==> config.mk <==
export PLATFORM = sky130hd
export DESIGN_NAME = sparc_fetch_unit_flat
export DESIGN_NICKNAME = d
export VERILOG_FILES = /design/src/rtl/sparc_fetch_unit_if.sv /design/src/rtl/sparc_fetch_unit.sv /design/src/flat_wrapper.sv
export SDC_FILE = /design/constraint.sdc
export NUM_CORES = 1
export LEC_CHECK = 0
export BUFFER_PORTS_ARGS = -buffer_cell sky130_fd_sc_hd__buf_4
export CAP_MARGIN = 20
export CORE_MARGIN = 2
export CORE_UTILIZATION = 57
export DETAILED_ROUTE_END_ITERATION = 7
export GPL_TIMING_DRIVEN = 0
export HOLD_SLACK_MARGIN = 0.08
export PLACE_DENSITY = 0.86
export SYNTH_ARGS = -nofsm -noshare
export SYNTH_HDL_FRONTEND = slang
export SYNTH_SLANG_ARGS = --single-unit
==> constraint.sdc <==
create_clock -name clk -period 5.42 [get_ports clk]
set_clock_uncertainty 0.2 [all_clocks]
set_input_delay 0.542 -clock clk [delete_from_list [all_inputs] [get_ports clk]]
set_output_delay 0.542 -clock clk [all_outputs]
set_load 0.05 [all_outputs]
==> src/rtl/sparc_fetch_unit_if.sv <==
// sparc_fetch_unit_if: fetch-stage control, memory and IF/ID bus bundle.
// Carries misalign_trap only when IF_MISALIGN_TRAP_EN is defined.
interface sparc_fetch_unit_if;
    logic        LE;
    logic        imem_ready;
    logic [31:0] imem_data;
    logic        branch_taken;
    logic [31:0] branch_target;
    logic        annul;
    logic [31:0] imem_addr;
    logic [31:0] PC_IF;
    logic [31:0] nPC_IF;
    logic [31:0] instruction_IF;
    logic        IF_ID_LE;
    logic        IF_ID_clr;
`ifdef IF_MISALIGN_TRAP_EN
    logic        misalign_trap;
    modport master (
        output LE, imem_ready, imem_data, branch_taken, branch_target, annul,
        input  imem_addr, PC_IF, nPC_IF, instruction_IF, IF_ID_LE, IF_ID_clr, misalign_trap
    );
    modport slave (
        input  LE, imem_ready, imem_data, branch_taken, branch_target, annul,
        output imem_addr, PC_IF, nPC_IF, instruction_IF, IF_ID_LE, IF_ID_clr, misalign_trap
    );
`else
    modport master (
        output LE, imem_ready, imem_data, branch_taken, branch_target, annul,
        input  imem_addr, PC_IF, nPC_IF, instruction_IF, IF_ID_LE, IF_ID_clr
    );
    modport slave (
        input  LE, imem_ready, imem_data, branch_taken, branch_target, annul,
        output imem_addr, PC_IF, nPC_IF, instruction_IF, IF_ID_LE, IF_ID_clr
    );
`endif
endinterface

==> src/rtl/sparc_fetch_unit.sv <==
// sparc_fetch_unit: SPARC IF stage with PC/nPC, delayed branching and imem wait-state FSM.
// IF_MISALIGN_TRAP_EN enables the sticky misaligned-redirect trap.
module sparc_fetch_unit #(
    parameter logic [31:0] RESET_PC = 32'h0000_0000
) (
    input logic clk,
    input logic reset,
    sparc_fetch_unit_if.slave bus
);
    typedef enum logic [1:0] {BOOT, RUN, WAIT} state_t;
    state_t state, state_nx;
    logic [31:0] pc, npc, pc_if, ins, pend_target, tgt, redir_tgt, pc_next;
    logic pend_valid, pend_annul, redir, redir_annul, bad, trap;
    logic if_id_le, if_id_clr, issue, advance, capture, set_trap;

`ifdef IF_MISALIGN_TRAP_EN
    assign tgt = bus.branch_target;
    assign bad = redir && (redir_tgt[1:0] != 2'b00);
    always_ff @(posedge clk or negedge reset)
        if (!reset) trap <= 1'b0;
        else if (set_trap) trap <= 1'b1;
    assign bus.misalign_trap = trap;
`else
    assign tgt = {bus.branch_target[31:2], 2'b00};
    assign bad = 1'b0;
    assign trap = 1'b0;
`endif

    // A live branch_taken wins over a recorded one; pend is only ever set while waiting
    assign redir       = bus.branch_taken | pend_valid;
    assign redir_tgt   = bus.branch_taken ? tgt : pend_target;
    assign redir_annul = bus.branch_taken ? bus.annul : pend_annul;
    assign pc_next     = redir ? redir_tgt : npc;

    always_comb begin
        state_nx  = state;
        if_id_le  = 1'b1;
        if_id_clr = 1'b0;
        issue     = 1'b0;
        advance   = 1'b0;
        capture   = 1'b0;
        set_trap  = 1'b0;
        if (state == BOOT) begin
            if_id_le  = 1'b0;
            if_id_clr = 1'b1;
            state_nx  = RUN;
        end else if (trap) begin
            if_id_le  = bus.LE;
            if_id_clr = 1'b1;
        end else if (!bus.LE) begin
            if_id_le = 1'b0;
        end else if (!bus.imem_ready) begin
            if_id_clr = 1'b1;
            capture   = bus.branch_taken;
            state_nx  = WAIT;
        end else begin
            issue     = 1'b1;
            if_id_clr = redir & redir_annul;
            set_trap  = bad;
            advance   = !bad;
            state_nx  = RUN;
        end
    end

    always_ff @(posedge clk or negedge reset)
        if (!reset) begin
            state       <= BOOT;
            pc          <= RESET_PC;
            npc         <= RESET_PC + 32'd4;
            pc_if       <= 32'd0;
            ins         <= 32'd0;
            pend_valid  <= 1'b0;
            pend_target <= 32'd0;
            pend_annul  <= 1'b0;
        end else begin
            state <= state_nx;
            if (issue) begin
                pc_if <= pc;
                ins   <= bus.imem_data;
            end
            if (advance) begin
                pc  <= pc_next;
                npc <= pc_next + 32'd4;
            end
            if (capture) begin
                pend_valid  <= 1'b1;
                pend_target <= tgt;
                pend_annul  <= bus.annul;
            end else if (issue) pend_valid <= 1'b0;
        end

    assign bus.imem_addr      = pc;
    assign bus.PC_IF          = pc_if;
    assign bus.nPC_IF         = npc;
    assign bus.instruction_IF = ins;
    assign bus.IF_ID_LE       = if_id_le;
    assign bus.IF_ID_clr      = if_id_clr;
endmodule

==> src/flat_wrapper.sv <==
// flat-port wrapper written by rule: the top's interface ports become plain ports
module sparc_fetch_unit_flat 
#(
    parameter logic [31:0] RESET_PC = 32'h0000_0000
)
  (clk, reset, bus_LE, bus_imem_ready, bus_imem_data, bus_branch_taken, bus_branch_target, bus_annul, bus_imem_addr, bus_PC_IF, bus_nPC_IF, bus_instruction_IF, bus_IF_ID_LE, bus_IF_ID_clr);
  sparc_fetch_unit_if bus_i ();
  input logic clk;
  input logic reset;
  input wire logic [$bits(bus_i.LE)-1:0] bus_LE;
  input wire logic [$bits(bus_i.imem_ready)-1:0] bus_imem_ready;
  input wire logic [$bits(bus_i.imem_data)-1:0] bus_imem_data;
  input wire logic [$bits(bus_i.branch_taken)-1:0] bus_branch_taken;
  input wire logic [$bits(bus_i.branch_target)-1:0] bus_branch_target;
  input wire logic [$bits(bus_i.annul)-1:0] bus_annul;
  output wire logic [$bits(bus_i.imem_addr)-1:0] bus_imem_addr;
  output wire logic [$bits(bus_i.PC_IF)-1:0] bus_PC_IF;
  output wire logic [$bits(bus_i.nPC_IF)-1:0] bus_nPC_IF;
  output wire logic [$bits(bus_i.instruction_IF)-1:0] bus_instruction_IF;
  output wire logic [$bits(bus_i.IF_ID_LE)-1:0] bus_IF_ID_LE;
  output wire logic [$bits(bus_i.IF_ID_clr)-1:0] bus_IF_ID_clr;
  assign bus_i.LE = bus_LE;
  assign bus_i.imem_ready = bus_imem_ready;
  assign bus_i.imem_data = bus_imem_data;
  assign bus_i.branch_taken = bus_branch_taken;
  assign bus_i.branch_target = bus_branch_target;
  assign bus_i.annul = bus_annul;
  assign bus_imem_addr = bus_i.imem_addr;
  assign bus_PC_IF = bus_i.PC_IF;
  assign bus_nPC_IF = bus_i.nPC_IF;
  assign bus_instruction_IF = bus_i.instruction_IF;
  assign bus_IF_ID_LE = bus_i.IF_ID_LE;
  assign bus_IF_ID_clr = bus_i.IF_ID_clr;
  sparc_fetch_unit #(.RESET_PC(RESET_PC)) u_core (.clk(clk), .reset(reset), .bus(bus_i));
endmodule
* Yosys cells after proc, flatten, opt, wreduce, memory -nomap -nowiden
Cells that the tools add are included.
** Storage, ports and cells
- Bits in registers :: 162
- Bits in latches :: 0
- Memory bits (writable) :: 0
- Memory bits (read-only) :: 0
- Input port bits :: 70
- Word-level logic and storage cells :: 33
- Memories kept :: 0
** Operators by class
- Add/subtract/negate cells :: 1
- Multiply operators :: 0
- Divide/modulo/power cells :: 0
- Magnitude comparators :: 0
- Eq/ne operators :: 0
- Shift operators :: 0
- Multiplexer cells :: 19
- Bitwise gates (word level) :: 2
- Reduce and logical (&&, ||, !) cells :: 3
** Operator list (number)
- $mux 32 :: 2
- $add 32x3->32 const B :: 1
- $mux 1 :: 14
- $mux 2 :: 3
- $reduce_bool 2->1 :: 2
- $logic_not 2->1 :: 1
- $and 1x1->1 :: 1
- $or 1x1->1 :: 1

* Depth between registers and ports, before layout
Gate-level depths: netlist of the first run.
- Depth in word-level cells :: 5
- Mapped depth :: 14

* Worst setup path before layout of the first run
No wires, ideal clock.
- Kind :: input to register
- Start point :: input bus_branch_taken
- End point :: register u_core.npc[28], in the netlist u_core.bus.nPC_IF[28]
- Data arrival time :: 2503 ps
- Data required time :: 5088 ps
- Setup slack :: 2585 ps
- Stages :: 14
- Path buffers :: 4
- Cell sequence :: buf_4 > buf_6 > buf_2 > nand2_1 > o21a_1 > inv_1 > ha_1 > o211a_1 > and4_1 > and4_1 > buf_2 > nand4_1 > xnor2_1 > o21ai_1
** Between the ends
- Word-level cells in the longest chain between the ends :: 3
- Elaborated cells on any way between the ends :: 4
** Ends and longest elaborated chain
- start: declaration :: RTL line flat_wrapper.sv:13 : input wire logic [$bits(bus_i.branch_taken)-1:0] bus_branch_taken;
- $mux 32 / $or 1x1->1 (equally long branches) :: RTL line sparc_fetch_unit.sv:31, sparc_fetch_unit.sv:30
- $mux 32 * :: RTL line sparc_fetch_unit.sv:33 : assign pc_next = redir ? redir_tgt : npc;
- via u_core.pc_next[2] :: RTL line sparc_fetch_unit.sv:12 : logic [31:0] pc, npc, pc_if, ins, pend_target, tgt, redir_tgt, pc_next;
- $add 32x3->32 * :: RTL line sparc_fetch_unit.sv:83 : npc <= pc_next + 32'd4;
- end signal: assignment :: RTL line sparc_fetch_unit.sv:69 : npc <= RESET_PC + 32'd4;
- end signal: assignment :: RTL line sparc_fetch_unit.sv:83
- end: declaration :: RTL line sparc_fetch_unit.sv:12
Mark *: on every way through the listed nets, which the timed path passes. The rest lies on a longest branch.
A chain may end at the register's enable or synchronous reset.

* Worst setup path in the final report of the first run
- Start point :: register u_core.pend_valid
- End point :: register u_core.npc[28], in the netlist u_core.bus.nPC_IF[28]
** Between the ends
- Word-level cells in the longest chain between the ends :: 3
** Ends and longest elaborated chain
- start: declaration :: RTL line sparc_fetch_unit.sv:13 : logic pend_valid, pend_annul, redir, redir_annul, bad, trap;
- start signal: assignment :: RTL line sparc_fetch_unit.sv:72 : pend_valid <= 1'b0;
- start signal: assignment :: RTL line sparc_fetch_unit.sv:86 : pend_valid <= 1'b1;
- start signal: assignment :: RTL line sparc_fetch_unit.sv:89 : end else if (issue) pend_valid <= 1'b0;
- $or 1x1->1 :: RTL line sparc_fetch_unit.sv:30 : assign redir = bus.branch_taken | pend_valid;
- $mux 32 :: RTL line sparc_fetch_unit.sv:33
- via u_core.pc_next[2] :: RTL line sparc_fetch_unit.sv:12
- $add 32x3->32 :: RTL line sparc_fetch_unit.sv:83
The timed path passes the listed nets, and every way through them passes these cells.

==> key figures, run 1 <==
GRT
  • Largest net degree at the start of global routing: 81
  • First-pass GRT wire length: 30.8 mm
  • Number of global-route vias before repair: 6063
  • Gr usage total: 0.299
  • Total grt overflow: 0
  • Initial antenna violation count: 0

Power
  • Combinational Power Share: 0.432
  • P_int: 2.97 mW
  • Reg power frac: 0.335
  • Max VDD drop: 0.315 mV
  • Leakage: 4.81 nW
  • Final Total Pwr: 5.21 mW
  • PwrDens: 547 mW/mm^2
  • Net switching power of the design: 2.24 mW
  • Switching part of the total: 0.430
  • Clock Power Share: 0.233

Route
  • Antenna viol nets, final: 0
  • DRC: 0
  • Avg WL per Cell: 17.2 um
  • 1st-pass router iterations: 8
  • Vias per cell: 5.38
  • DRT Wirelength: 19.4 mm
  • Routed via count: 6068
  • Initial drt markers: 365

Floorplanning
  • Die extent in x: 117 um
  • Initial Utilization: 0.577
  • Num rows: 41
  • Die area: 0.0136 sq mm
  • Core Region: 0.0125 sq mm
  • I/O pin total: 200
  • Overall die height: 117 um

Synth
  • Async S/R FF share, synth: 1.00
  • Syn_area_per_cell: 9.91 sq um
  • Mux contribution to synthesized area: 0.119
  • Main flop type after synthesis: dfrtp_1
  • Largest cells by area after synthesis: dfrtp_1, nand2_1, mux2_2
  • Post-synthesis xor/xnor area fraction: 0.0327
  • Post-Syn Instances: 729
  • Syn Std Cell Area: 0.00723 sq mm
  • Synth Warn #: 0
  • Area leader, netlist: dfrtp_1
  • Synthesized-area fraction occupied by ao, oa, aoi and oai cells: 0.0630
  • Largest family of logic cells by synthesized area: simple AND/OR/NAND/NOR gates
  • Distinct cell type count after synthesis: 46
  • Register bit count reported by yosys: 156
  • Synth Area in Simple Gates: 0.201
  • Post-synth EDFFs: 0
  • Sequential area share after synthesis: 0.540
  • Top cell type's share of synthesized area: 0.537
  • Adder-cell share of the synthesized area: 0.00173

Cells and area
  • Commonest non-fill, non-tap cell in the layout: nand2_1
  • Fin nets: 1016
  • Layout area overhead: 31.9%
  • Antenna cells: 0
  • Layout cells sized above 1: 0.298
  • Commonest non-fill, non-tap cells in the layout: nand2_1, buf_4, dfrtp_1
  • Final core utilization: 0.761

Setup path
  • Req. time, crit path: 5.51 ns
  • Worst Setup Path Type: reg -> reg
  • Slowest CP cell: dfrtp_1
  • Startpoint Class: flop
  • Worst r2r path cells: 14
  • Arrival time at the worst endpoint: 3.20 ns
  • CP peak stage delay: 0.37 ns
  • Critical path fanouts, max: 10
  • RR Endpoint: u_core.bus.nPC_IF[28]
  • Crit-path cells: buf_6, buf_12, buf_12, mux2i_1, o21a_1, inv_1, ha_1, o211a_1, and4_1, and4_1, buf_2, nand4_1, xnor2_1, o21ai_1
  • R2R Setup Slk: 2.31 ns
  • Worst setup EP type: flop
  • Worst R2R Start: u_core.pend_valid

Timing
  • RSZ-0062 raised after global routing: false
  • Max Clk Rate: 322 MHz
  • Worst-margin pin slew: 0.776 ns
  • Tcrit/Tclk final: 0.573
  • Setup TNS: 0 ns
  • Final setup viols: 0
  • Final hold vios: 0
  • Fin crit period: 3.11 ns
  • Worst relative slew slack: 0.483
  • Slew Viols, Final: 0

Clocking
  • Clock network latency to the later pin of the worst-skew pair: 0.42 ns
  • H-tree levels: 4
  • Post-CTS Setup Inserts: 0
  • Resize count post-CTS: 0
  • Register clock-pin slew on the reported worst setup and hold paths: 0.06 ns
  • Clk root buf: clkbuf_16
  • Hold Buf Count CTS: 1
  • Num Clock Sinks: 156
  • CTS buffer count: 17
  • CTS tree: yes
  • Buffer levels on the longest clock path: 2

Hold path
  • Min-delay src: bus_imem_data[20]
  • Hold crit path type: in -> reg
  • Hold Crit Depth: 3
  • Hold Path Sink: u_core.bus.instruction_IF[20]

Placed design
  • Gp weighted congestion: 0.852
  • DP HPWL: 13.8 mm
  • Port-buffer cells: 190

Outcome
  • Status: finished clean

Job
  • Max-cap check violation count: 0
==> kinds of logic (layout without fill, tap and decap cells) <==
logic type	after synthesis	count (layout)
fa+ha+maj	1	1
other cells	1	6
buf+inv	53	275
xor+xnor	27	27
compound gates	83	83
flops	156	156
simple gates	328	328
mux	80	80
==> final cells by class <==
cell class / count / area (sq um)
buffer: 49 / 279
clock buffer: 23 / 488
clock inverter: 7 / 113
fill: 919 / 2990
inverter: 4 / 15.0
multi-input combinational: 525 / 3050
sequential: 156 / 3910
tap: 172 / 215
timing repair buffer: 192 / 1470
==> Yosys cell counts, drive strengths merged (2+ instances only) <==
| cell type | instances |
|---|---|
| nand2 | 269 |
| mux2 | 50 |
| nor3 | 9 |
| dfrtp | 155 |
| nand4 | 3 |
| nand3 | 6 |
| and3b | 2 |
| inv | 4 |
| o21a | 8 |
| nand2b | 3 |
| mux2i | 30 |
| clkbuf | 28 |
| xor2 | 12 |
| o21ai | 61 |
| a21o | 3 |
| or3 | 2 |
| nor4 | 10 |
| or2 | 3 |
| and4 | 2 |
| buf | 21 |
| a21oi | 7 |
| nor2 | 14 |
| xnor2 | 15 |
==> power groups by stage <==
stage / registers (mW) / logic [mW] / clock network [mW]
after floorplan: 2.67 / 0.599 / 0
after global placement: 1.74 / 2.20 / 0
after detailed placement: 1.75 / 2.24 / 0
after CTS: 1.74 / 2.26 / 1.22
after global routing: 1.79 / 2.39 / 1.28
final: 1.75 / 2.25 / 1.21
==> how the worst max path moves through the flow <==
stage | from | endpoint | slack, ns | cells past startpoint
after floorplan | bus_branch_taken | u_core.bus.nPC_IF[28] | 2.58 | 14
after global placement | bus_branch_taken | u_core.bus.nPC_IF[28] | 2.09 | 14
after detailed placement | bus_branch_taken | u_core.bus.nPC_IF[28] | 2.02 | 14
after CTS | u_core.pend_valid | u_core.bus.nPC_IF[28] | 2.34 | 14
after global routing | u_core.state[1] | u_core.bus.PC_IF[26] | 2.13 | 8
final | u_core.pend_valid | u_core.bus.nPC_IF[28] | 2.31 | 14
==> stage by stage <==
step           cell area [sq um]  setup slack [ns]  std cells  hold WS [ns]
2_1_floorplan               7240              2.58        734        0.0464
3_3_place_gp                8890              2.09       1096         0.259
3_5_place_dp                8920              2.02       1097         0.263
4_1_cts                     9530              2.34       1128        0.0964
5_1_grt                     9530              2.13       1128         0.105
6_report                    9530              2.31       1128         0.102
==> metal layers <==
metal | global-route usage | vias up | share of wire
li1 | - | 2827 | -
met1 | 0.366 | 2953 | 0.40
met2 | 0.501 | 259 | 0.49
met3 | 0.0934 | 29 | 0.087
met4 | 0.115 | 0 | 0.023
met5 | 0 | - | 0
==> flip-flops by register name, summed over array words and instances, names as in the netlist <==
register / cells
u_core.pend_annul: 1
u_core.pend_target: 30
u_core.pend_valid: 1
u_core.bus.imem_addr: 30
u_core.bus.instruction_IF: 32
u_core.state: 2
u_core.bus.nPC_IF: 30
u_core.bus.PC_IF: 30
==> critical path: cells and delay by family, from the launching register on <==
kind,cells,cell delay (ns)
buf+inv,5,0.75
compound gates,3,0.49
fa+ha+maj,1,0.24
mux,1,0.12
flops,1,0.37
xor+xnor,1,0.21
simple gates,3,0.59
Power figures use the tool's default switching activity.
==> inputs of run 2 (changes only) <==
--- a/config.mk
+++ b/config.mk
@@ -5,14 +5,15 @@
 export SDC_FILE = /design/constraint.sdc
 export NUM_CORES = 1
 export LEC_CHECK = 0
+export ABC_AREA = 1
 export BUFFER_PORTS_ARGS = -buffer_cell sky130_fd_sc_hd__buf_4
 export CAP_MARGIN = 20
 export CORE_MARGIN = 2
-export CORE_UTILIZATION = 57
+export CORE_UTILIZATION = 53
 export DETAILED_ROUTE_END_ITERATION = 7
 export GPL_TIMING_DRIVEN = 0
 export HOLD_SLACK_MARGIN = 0.08
-export PLACE_DENSITY = 0.86
+export PLACE_DENSITY = 0.8
 export SYNTH_ARGS = -nofsm -noshare
 export SYNTH_HDL_FRONTEND = slang
 export SYNTH_SLANG_ARGS = --single-unit
==> constraint.sdc (replaced) <==
create_clock -name clk -period 3.1 [get_ports clk]
set_clock_uncertainty 0.2 [all_clocks]
set_input_delay 0.31 -clock clk [delete_from_list [all_inputs] [get_ports clk]]
set_output_delay 0.31 -clock clk [all_outputs]
set_load 0.05 [all_outputs]
==> run 2 against run 1 <==
- final cell count increased by 34%
- sequential share of layout area down 4.6 points
- count of clock-buffer cells in the layout is 3 lower
- die area up 15%
- worst setup slack got worse by 1.9 ns
- worst hold slack gained 0.012 ns
- cell area grew 13%
- critical path depth down 4
- flip-flop and latch count stayed put
- utilization is 1.6 points lower
==> key figures, run 2 <==
Outcome
  • Status: finished clean

Timing
  • Worst-margin pin slew: 0.738 ns
  • Final hold vios: 0
  • Final worst slack: 0.363 ns
  • Tcrit/Tclk final: 0.883
  • Final setup viols: 0
  • Max Clk Rate: 365 MHz
  • Worst relative slew slack: 0.508
  • Fin crit period: 2.74 ns
  • Slew Viols, Final: 0
  • Setup TNS: 0 ns
  • RSZ-0062 raised after global routing: false

Synth
  • Adder-cell share of the synthesized area: 0.00162
  • Sequential area share after synthesis: 0.504
  • Async S/R FF share, synth: 1.00
  • Synthesized-area fraction occupied by ao, oa, aoi and oai cells: 0.0842
  • Most common cell in the netlist: nand2_1
  • Register bit count reported by yosys: 156
  • Mux contribution to synthesized area: 0
  • Largest family of logic cells by synthesized area: simple AND/OR/NAND/NOR gates
  • Synth Area in Simple Gates: 0.311
  • Syn Std Cell Area: 0.00774 sq mm
  • Main flop type after synthesis: dfrtp_1
  • Commonest cells in the netlist: nand2_1, dfrtp_1, inv_1
  • Distinct cell type count after synthesis: 34
  • Area leader, netlist: dfrtp_1
  • Post-synth EDFFs: 0
  • Synth Warn #: 0
  • Syn_area_per_cell: 7.48 sq um
  • Post-Syn Instances: 1035
  • Top cell type's share of synthesized area: 0.501
  • Post-synthesis xor/xnor area fraction: 0
  • Largest cells by area after synthesis: dfrtp_1, nand2_1, inv_1

Power
  • Leakage: 5.68 nW
  • PwrDens: 782 mW/mm^2
  • Final Total Pwr: 8.41 mW
  • Max VDD drop: 0.385 mV

Setup path
  • Req. time, crit path: 3.24 ns
  • Arrival time at the worst endpoint: 2.88 ns
  • Startpoint Class: input pin
  • Crit-path cells: dlygate4sd3_1, buf_4, inv_1, nor2_1, nand2_1, buf_2, clkbuf_1, clkbuf_1, nand2_1, o21ai_0
  • Worst setup EP type: flop
  • Worst Setup Path Type: in -> reg
  • Critical path fanouts, max: 10
  • Slowest CP cell: clkbuf_1
  • CP peak stage delay: 0.56 ns

Floorplanning
  • Core Region: 0.0144 sq mm
  • Die extent in x: 125 um
  • Die area: 0.0156 sq mm
  • Initial Utilization: 0.537
  • I/O pin total: 200
  • Num rows: 44
  • Overall die height: 125 um

Clocking
  • CTS buffer count: 17
  • Clk root buf: clkbuf_16
  • Num Clock Sinks: 156
  • H-tree levels: 4
  • Register clock-pin slew on the reported worst setup and hold paths: 0.06 ns
  • Clock network latency to the later pin of the worst-skew pair: 0.44 ns
  • Buffer levels on the longest clock path: 2
  • CTS tree: yes

Route
  • Initial drt markers: 794
  • DRT Wirelength: 25.1 mm
  • Antenna viol nets, final: 0
  • Avg WL per Cell: 16.5 um
  • 1st-pass router iterations: 5
  • Vias per cell: 5.20
  • Routed via count: 7874
  • DRC: 0

Placed design
  • Port-buffer cells: 190
  • Gp weighted congestion: 0.932
  • Pre-CTS setup slack: 0.541 ns
  • DP HPWL: 17.0 mm

Cells and area
  • Commonest non-fill, non-tap cell in the layout: nand2_1
  • Max FFs per register: 32
  • Layout area overhead: 38.7%
  • Layout cells sized above 1: 0.223
  • Commonest non-fill, non-tap cells in the layout: nand2_1, buf_4, dfrtp_1
  • Fin nets: 1388

GRT
  • First-pass GRT wire length: 40.2 mm
  • Largest net degree at the start of global routing: 93
  • Gr usage total: 0.328
  • Number of global-route vias before repair: 7893
  • Initial antenna violation count: 0
  • Total grt overflow: 0

Hold path
  • Hold crit path type: in -> reg

Job
  • Max-cap check violation count: 0
run 2: cell type report:
type                    count  area [sq um]
flip-flops and latches    156          3910
plain buffers              51           285
clock buffers              20           457
clock inverters            12           163
inverters                 126           475
fillers                  1039          3680
well taps                 184           230
diodes                      1          2.50
repair buffers            258          2130
multi-input cells         707          3100
run 2: timing repair:
action | in CTS | in global routing
hold buffers | 67 | 0
setup buffers | 0 | 0
gates resized for setup | 0 | 0
endpoints found under the hold margin | 129 | 0
setup endpoints to repair | 0 | 0
run 2: report_power, final:
group	total (mW)	leakage, nW	switching [mW]	internal (mW)
clock	2.21	0.297	0.892	1.32
sequential	2.80	1.89	0.301	2.50
combinational	3.40	3.49	2.42	0.982
total	8.41	5.68	3.61	4.80
run 2: metrics by stage:
step	instance area (sq um)	utilization	instances	hold slack, ns
after floorplan	7760	-	1040	-0.186
after global placement	9420	0.653	1414	0.255
after detailed placement	9450	0.655	1415	0.140
after CTS	10700	0.745	1514	0.106
after global routing	10700	0.745	1514	0.140
final	10700	0.745	1515	0.114
run 2: metal layers:
metal	routed length, um	up-vias	global-route usage
met5	0	-	0
met2	12100	385	0.536
met1	10200	3677	0.426
met4	764	0	0.133
li1	-	3747	-
met3	1990	65	0.0726
run 2: path summary, 6_finish.rpt:
kind,start,end,slack (ns),depth (start not counted)
max in group asynchronous,reset,u_core.bus.nPC_IF[11],1.60,3
min,bus_branch_taken,u_core.bus.imem_addr[3],0.11,4
min in group asynchronous,reset,u_core.bus.PC_IF[21],0.23,2
max,bus_LE,u_core.bus.imem_addr[11],0.36,10
max reg2reg,u_core.state[1],u_core.bus.imem_addr[11],0.41,8
min reg2reg,u_core.pend_target[19],u_core.pend_target[19],0.28,2
run 2: logic make-up after synthesis:
logic type,count (synthesis)
buffers and inverters,177
AO/OA/AOI/OAI,123
flip-flops,156
adder cells (fa/ha/maj),1
AND/OR/NAND/NOR,577
other,1
run 2: critical path, delay by kind of cell:
family	cells	cell delay [ns]
buf+inv	6	2.10
simple gates	3	0.34
compound gates	1	0.12
==> inputs of run 3 (changes only) <==
--- a/config.mk
+++ b/config.mk
@@ -6,11 +6,11 @@
 export NUM_CORES = 1
 export LEC_CHECK = 0
 export ABC_AREA = 1
-export BUFFER_PORTS_ARGS = -buffer_cell sky130_fd_sc_hd__buf_4
 export CAP_MARGIN = 20
 export CORE_MARGIN = 2
-export CORE_UTILIZATION = 53
+export CORE_UTILIZATION = 64
 export DETAILED_ROUTE_END_ITERATION = 7
+export DONT_BUFFER_PORTS = 1
 export GPL_TIMING_DRIVEN = 0
 export HOLD_SLACK_MARGIN = 0.08
 export PLACE_DENSITY = 0.8
==> run 3 against run 2 <==
- wire length is 12% lower
- flip-flop and latch count unchanged
- critical path depth fell by 1
- the flow now finishes with violations (negative hold slack)
- worst hold slack got worse by 0.73 ns
- non-clock buffer count down 192
- first-iteration DRC count decreased by 9.8%
- register-to-register slack got worse by 0.02 ns
- worst setup slack got worse by 0.057 ns
- largest power group is now sequential cells
- sequential power grew 49%
- utilization is 2.5 points higher
==> key figures, run 3 (synthesis results as in run 2) <==
Outcome
  • Status: finished with violations
  • Failing checks: negative hold slack

Setup path
  • Critical path fanouts, max: 10
  • Top delay family on crit path: buffers and inverters
  • WP buf/inv: 5
  • Slowest CP cell: dlygate4sd3_1
  • Req. time, crit path: 3.26 ns
  • Crit-path cells: dlygate4sd3_1, inv_1, nor2_2, nand2_1, inv_2, buf_2, buf_1, nand2_1, nand2_1
  • Worst Setup Path Type: in -> reg
  • CP dominant cell by count: nand2_1
  • Worst setup EP type: flop
  • CP peak stage delay: 0.55 ns
  • Startpoint Class: input pin
  • Arrival time at the worst endpoint: 2.96 ns

Cells and area
  • Fin nets: 1196
  • Commonest non-fill, non-tap cells in the layout: nand2_1, dfrtp_1, inv_1
  • Max FFs per register: 32
  • Antenna cells: 0
  • Layout area overhead: 18.4%
  • Final core utilization: 0.770
  • Layout cells sized above 1: 0.0907
  • Commonest non-fill, non-tap cell in the layout: nand2_1

Placed design
  • DP HPWL: 14.7 mm
  • Port-buffer cells: 0
  • Gp weighted congestion: 0.974

Route
  • 1st-pass router iterations: 5
  • DRT Wirelength: 22.0 mm
  • Avg WL per Cell: 17.2 um
  • Antenna viol nets, final: 0
  • Initial drt markers: 716
  • Vias per cell: 5.58
  • Routed via count: 7151
  • DRC: 0

Timing
  • Worst-margin pin slew: 0.978 ns
  • RSZ-0062 raised after global routing: false
  • Slew Viols, Final: 0
  • Tcrit/Tclk final: 0.901
  • Worst relative slew slack: 0.343
  • Final hold vios: 156
  • Fin crit period: 2.79 ns
  • Max Clk Rate: 358 MHz
  • Final setup viols: 0
  • Setup TNS: 0 ns
  • WHS: -0.620 ns

Power
  • Leakage: 4.71 nW
  • PwrDens: 810 mW/mm^2
  • Max VDD drop: 0.492 mV

Clocking
  • CTS tree: yes
  • Register clock-pin slew on the reported worst setup and hold paths: 0.06 ns
  • H-tree levels: 4
  • Clock network latency to the later pin of the worst-skew pair: 0.42 ns
  • Num Clock Sinks: 156
  • Clk root buf: clkbuf_16
  • Buffer levels on the longest clock path: 2
  • Hold Buf Count CTS: 66
  • CTS buffer count: 17

Job
  • Max-cap check violation count: 0

Floorplanning
  • I/O pin total: 200
  • Core Region: 0.0119 sq mm
  • Initial Utilization: 0.650
  • Num rows: 40
  • Die area: 0.0130 sq mm
  • Die extent in x: 114 um
  • Overall die height: 114 um

GRT
  • Number of global-route vias before repair: 6739
  • Initial antenna violation count: 0
  • First-pass GRT wire length: 34.8 mm
  • Largest net degree at the start of global routing: 157
  • Total grt overflow: 0
  • Gr usage total: 0.349

Hold path
  • Hold crit path type: in -> async
[run 3: worst paths after layout]
path                                                 end  depth (start not counted)  slack [ns]                   start
max in group asynchronous           u_core.bus.nPC_IF[2]                          0        2.98                   reset
max                         u_core.bus.instruction_IF[3]                          9        0.31                  bus_LE
min                        u_core.bus.instruction_IF[26]                          0       -0.62                   reset
max reg2reg                 u_core.bus.instruction_IF[3]                          8        0.39         u_core.state[1]
min reg2reg                       u_core.pend_target[19]                          2        0.28  u_core.pend_target[19]
min in group clk                    u_core.bus.nPC_IF[7]                          6        0.10    bus_branch_target[7]
[run 3: where the power goes]
part | internal (mW) | switching (mW) | total, mW
Sequential | 2.47 | 1.69 | 4.16
Combinational | 0.455 | 0.830 | 1.29
Clock | 1.21 | 0.779 | 1.99
Total | 4.13 | 3.29 | 7.43
[run 3: worst reg2reg max path: stages (launching register included)]
cell	delay, ns
dfrtp_1	0.37
nor2_1	0.07
nor2_2	0.47
nand2_1	0.28
inv_2	0.24
buf_2	0.36
buf_1	0.44
nand2_1	0.13
nand2_1	0.10
[run 3: per-stage QoR]
stage               worst slack [ns]  instance area (sq um)  instances  total power [mW]
floorplan                      0.791                   7760       1040              5.01
global placement               0.164                   7950       1187              5.31
detailed placement             0.139                   7950       1187              5.36
CTS                           0.0127                   9160       1282              7.40
global route                   0.184                   9170       1282              7.75
finish                         0.306                   9170       1282              7.43
[run 3: timing repair]
action	in CTS	in global routing
setup buffers	0	0
gates resized for setup	0	1
hold endpoints to repair	227	156
setup endpoints to repair	0	63
[run 3: routing by layer]
layer | vias up | track usage | wire, um
met5 | - | 0 | 0
met4 | 0 | 0.124 | 565
met3 | 56 | 0.0978 | 2370
met2 | 409 | 0.549 | 10400
met1 | 3325 | 0.468 | 8730
li1 | 3361 | - | -
[run 3: layout make-up]
type,instances,area (sq um)
timing repair buffer,66,661
multi-input combinational,707,3100
clock inverter,8,95.1
clock buffer,21,460
sequential,156,3910
inverter,126,475
fill,861,2750
buffer,51,285
tap,147,184
